===== src/rtl/multi_zone_light_ctrl.sv =====
// Multi-zone lighting controller: per-zone OFF/MANUAL/AUTO_ON/HOLD FSM,
// occupancy hold timer, optional soft fade and a shared PWM output stage.
//
// Ports:
//   clk, rst        clock, asynchronous active-high reset
//   app_switch      per-zone manual override (highest priority)
//   movement        per-zone occupancy sensor
//   dark            global ambient-dark flag
//   room_intensity  packed per-zone target level (zone z at [z*LVL_W +: LVL_W])
//   hold_cycles     occupancy hold time, sampled on entry to HOLD
//   light_control   per-zone registered PWM drive
//   zone_state      packed per-zone state (3 bits each, 0..3)
//   level           packed per-zone applied level
//
// Build option: define SOFT_FADE_EN to ramp level by 1 per cycle
// toward the target instead of loading it directly.
module multi_zone_light_ctrl #(
   parameter int NUM_ZONES = 4,
   parameter int LVL_W     = 8,
   parameter int HOLD_W    = 16
) (
   input  logic                         clk,
   input  logic                         rst,
   input  logic [NUM_ZONES-1:0]         app_switch,
   input  logic [NUM_ZONES-1:0]         movement,
   input  logic                         dark,
   input  logic [NUM_ZONES*LVL_W-1:0]   room_intensity,
   input  logic [HOLD_W-1:0]            hold_cycles,
   output logic [NUM_ZONES-1:0]         light_control,
   output logic [NUM_ZONES*3-1:0]       zone_state,
   output logic [NUM_ZONES*LVL_W-1:0]   level
);

   typedef enum logic [1:0] {
      OFF     = 2'd0,
      MANUAL  = 2'd1,
      AUTO_ON = 2'd2,
      HOLD    = 2'd3
   } state_e;

   logic [LVL_W-1:0] pwm_q;

   // One counter shared by all zones keeps their PWM phases aligned.
   always_ff @(posedge clk or posedge rst) begin
      if (rst) pwm_q <= '0;
      else     pwm_q <= pwm_q + LVL_W'(1);
   end

   for (genvar z = 0; z < NUM_ZONES; z++) begin : g_zone
      state_e           state_q;
      logic [HOLD_W-1:0] timer_q;
      logic [LVL_W-1:0] level_q;
      logic [LVL_W-1:0] level_d;
      logic [LVL_W-1:0] target;
      logic             light_q;

      // Target follows room_intensity live in every lit state.
      assign target = (state_q == OFF) ? '0
                    : room_intensity[z*LVL_W +: LVL_W];

      always_comb begin
         level_d = target;
`ifdef SOFT_FADE_EN
         if (level_q < target)
            level_d = level_q + LVL_W'(1);
         else if (level_q > target)
            level_d = level_q - LVL_W'(1);
         else
            level_d = level_q;
`endif
      end

      always_ff @(posedge clk or posedge rst) begin
         if (rst) begin
            state_q <= OFF;
            timer_q <= '0;
         end else if (app_switch[z]) begin
            state_q <= MANUAL;
         end else begin
            unique case (state_q)
               OFF, MANUAL: begin
                  state_q <= (movement[z] & dark) ? AUTO_ON : OFF;
               end
               AUTO_ON: begin
                  if (!dark) begin
                     state_q <= OFF;
                  end else if (!movement[z]) begin
                     if (hold_cycles == '0) begin
                        state_q <= OFF;
                     end else begin
                        timer_q <= hold_cycles;
                        state_q <= HOLD;
                     end
                  end
               end
               HOLD: begin
                  // Timer value N on entry gives exactly N cycles in HOLD.
                  if (!dark)
                     state_q <= OFF;
                  else if (movement[z])
                     state_q <= AUTO_ON;
                  else if (timer_q == HOLD_W'(1))
                     state_q <= OFF;
                  else
                     timer_q <= timer_q - HOLD_W'(1);
               end
            endcase
         end
      end

      always_ff @(posedge clk or posedge rst) begin
         if (rst) begin
            level_q <= '0;
            light_q <= 1'b0;
         end else begin
            level_q <= level_d;
            light_q <= (pwm_q < level_q);
         end
      end

      assign zone_state[z*3 +: 3]       = {1'b0, state_q};
      assign level[z*LVL_W +: LVL_W]    = level_q;
      assign light_control[z]           = light_q;
   end

endmodule


===== config.mk =====
export PLATFORM = sky130hd
export DESIGN_NAME = multi_zone_light_ctrl
export DESIGN_NICKNAME = d
export VERILOG_FILES = /design/src/rtl/multi_zone_light_ctrl.sv
export SDC_FILE = /design/constraint.sdc
export NUM_CORES = 1
export LEC_CHECK = 0
export CAP_MARGIN = 20
export CORE_MARGIN = 2
export CORE_UTILIZATION = 40
export CTS_BUF_LIST = sky130_fd_sc_hd__clkbuf_16
export DETAILED_ROUTE_END_ITERATION = 6
export GPL_ROUTABILITY_DRIVEN = 1
export PLACE_DENSITY = 0.61
export SLEW_MARGIN = 20
export SYNTH_ARGS = -nofsm -noshare
export SYNTH_HDL_FRONTEND = slang
export SYNTH_SLANG_ARGS = --single-unit

===== constraint.sdc =====
create_clock -name clk -period 8.1 [get_ports clk]
set_clock_uncertainty 0.1 [all_clocks]
set_input_delay 0.81 -clock clk [delete_from_list [all_inputs] [get_ports clk]]
set_output_delay 0.81 -clock clk [all_outputs]
set_load 0.02 [all_outputs]

==> metrics.cfg <==
[yosys]
avgSynthCellArea_um2 = 8.71
seq_area_frac_synth_pct = 44.0
synth_flop_cell = dfrtp_1
synthCells = 758
synth_enable_flop_cells = 0
async_reset_ff_share_pct = 100
synth_warnings = 0
synth_seq_cells = 116
synth.cell_area_um2 = 6600
yosysUniqueCellTypes = 58

[clock_network]
h-tree-depth = 4
clk_pin_slew_ps = 50
cts_buffers = 17
clockBufferDepth = 2
cts_root_buf = clkbuf_16
cts_tree = done
cts-resized-gates = 0
clk_latency_ps = 410
hold_buffers = 0
post_cts_buffers = 0
clkSinkCount = 116

[route]
avgRoutedWirePerCell_um = 17.4
dr.pass1.iters = 6
via_per_inst = 5.58
postRouteAntennaNets = 0
drtIter0Drc = 429
vias = 5996
finalWirelength_um = 18700
drc_errors = 0

[placed_design]
place.detailed.hpwl_um = 13500
place.gp.congestion = 0.867
io_buffers = 102

[critical_path]
cp_cell_sequence = clkdlybuf4s50_1 -> nor4_1 -> nand4_1 -> or2_2 -> nand3_1 -> o21ba_2 -> o22a_1
end_kind = flip-flop
start_kind = primary input
rr_startpoint = g_zone[3].timer_q[4]$_DFFE_PP0P_
rr_worst_depth = 6
cp_max_fo = 27
cp.depth = 7
crit_required_ps = 8300
crit_buf_inv = 1
crit_type = in -> reg
slowest_delay_ps = 650
setup.worst_path.start = hold_cycles[3]
crit_arrival_ps = 3600
cp_slowest_cell = nand3_1
crit_family = simple AND/OR/NAND/NOR gates

[sta]
period_needed_ps = 3400
worst_pin_slew_ps = 1030
relSlewSlack_pct = 30.8
hold_viol_final = 0
period_share_pct = 41.9
rsz0062_at_grt = false
setup_tns_ps = 0
fmax_mhz = 294
timing.hold.ws_ps = 412
final_max_slew_viol_count = 0
setup_viol = 0

[final_layout]
drive_gt1_share_pct = 5.36
num_antenna_cells = 0
fillerInstances = 1505
nets = 943
area_growth_pct = 25.1

[power_and_ir_drop]
ir_drop_mv = 0.150
p_leak_uw = 0.00354
power.density_nw_per_um2 = 215

[floorplan]
die_x_um = 132
dieArea_um2 = 17500
ios = 107
die_h_um = 132
coreArea_um2 = 16000
initial_core_util_pct = 41.2
rows = 46

[global_route]
grt_pass1_wl_um = 31100
overflow = 0
grt_usage_pct = 22.2
grt_pass1_vias = 5914
antenna_found_initial = 0
grt_max_degree = 66

[hold_path]
hp-start = g_zone[1].timer_q[3]$_DFFE_PP0P_
worst_hold_path_type = reg -> reg
worstHoldPathCells = 2

[outcome]
outcome = finished clean

[flow_run]
drv_cap = 0

## where the power goes
| group | total (µW) | leakage, µW | internal [µW] | switching [µW] |
|---|---|---|---|---|
| logic | 343 | 0.00184 | 145 | 198 |
| registers | 757 | 0.00144 | 669 | 88.2 |
| clock network | 673 | 0.000259 | 410 | 263 |
| total | 1770 | 0.00354 | 1220 | 548 |
## registers in the layout, summed over array words and instances (netlist names)
| signal | flops |
|---|---|
| g_zone.level_q | 32 |
| g_zone.timer_q | 64 |
| pwm_q | 8 |
| g_zone.light_q | 4 |
| g_zone.state_q | 8 |
## cell usage after synthesis (12+ instances only)
library cell / n / area, µm²
dfrtp_1: 116 / 2900
o21ai_0: 99 / 495
nor2_1: 81 / 304
a21oi_1: 78 / 390
inv_1: 50 / 188
ha_1: 37 / 463
nor2b_1: 34 / 213
nor3_1: 31 / 155
nand2_1: 29 / 109
clkbuf_1: 27 / 101
nor4_1: 23 / 144
nand3_1: 12 / 60.1
## final cells by class
| type | instances | area, µm² | share of cell area (%) |
|---|---|---|---|
| Clock buffer | 17 | 425 | 5.15 |
| Multi-Input combinational cell | 555 | 3310 | 40.1 |
| Inverter | 50 | 190 | 2.30 |
| Sequential cell | 116 | 2900 | 35.2 |
| Tap cell | 216 | 270 | 3.27 |
| Clock inverter | 14 | 97.6 | 1.18 |
| Timing Repair Buffer | 107 | 1060 | 12.8 |
## layout by cell type, fill, tap and decap left out, types with 5 or more instances in the layout
cell             instances
a21o_1                   9
a21oi_1                 78
a22oi_1                 10
and2_1                   5
and3_1                   5
buf_4                    5
clkbuf_16               17
clkdlybuf4s50_1        102
clkinv_2                 5
dfrtp_1                116
ha_1                    37
inv_1                   50
nand2_1                 28
nand2b_1                 9
nand3_1                 12
nand4_1                  7
nor2_1                  81
nor2b_1                 34
nor3_1                  31
nor4_1                  23
o21a_1                   5
o21ai_0                 99
o22ai_1                  9
or3_1                    5
## per-layer routing
metal	share of wire [%]	global-route usage (%)	up-vias
met5	0	0	-
met4	1.9	8.54	0
met3	5.2	4.02	26
met2	47	35.4	197
met1	46	30.1	2892
li1	-	-	2881
## through the flow
stage	total power [µW]	util, %	instance area, µm²	worst slack (ps)	instances
floorplan	962	-	6610	4120	761
global placement	1090	48.3	7730	4390	1044
detailed placement	1100	48.3	7730	4310	1044
CTS	1780	51.6	8260	4740	1075
global route	1870	51.6	8260	4540	1075
finish	1770	51.6	8260	4700	1075
## logic make-up after synthesis
kind of cell / count (synthesis) / synth area share, %
compound gates: 248 / 21.9
xor+xnor: 6 / 0.796
fa+ha+maj: 37 / 7.02
buf+inv: 90 / 6.01
flops: 116 / 44.0
other cells: 1 / 0.0568
simple gates: 260 / 20.3
## worst paths after layout
kind / endpoint / slack, ps
hold reg to reg: g_zone[1].timer_q[3]$_DFFE_PP0P_ / 410
min in group asynchronous: g_zone[1].state_q[0]$_DFFE_PP0P_ / 770
hold / removal: g_zone[1].timer_q[3]$_DFFE_PP0P_ / 410
setup / recovery: g_zone[3].timer_q[12]$_DFFE_PP0P_ / 4700
setup reg to reg: g_zone[3].timer_q[12]$_DFFE_PP0P_ / 5090
max in group asynchronous: g_zone[0].timer_q[10]$_DFFE_PP0P_ / 5820
## tightest hold or removal path: cells and delay by family, from the launching register on
family / cells / cell delay [ps]
DFF: 1 / 340
AOI/OAI and AO/OA: 2 / 130
(Power assumes the default switching activity.)
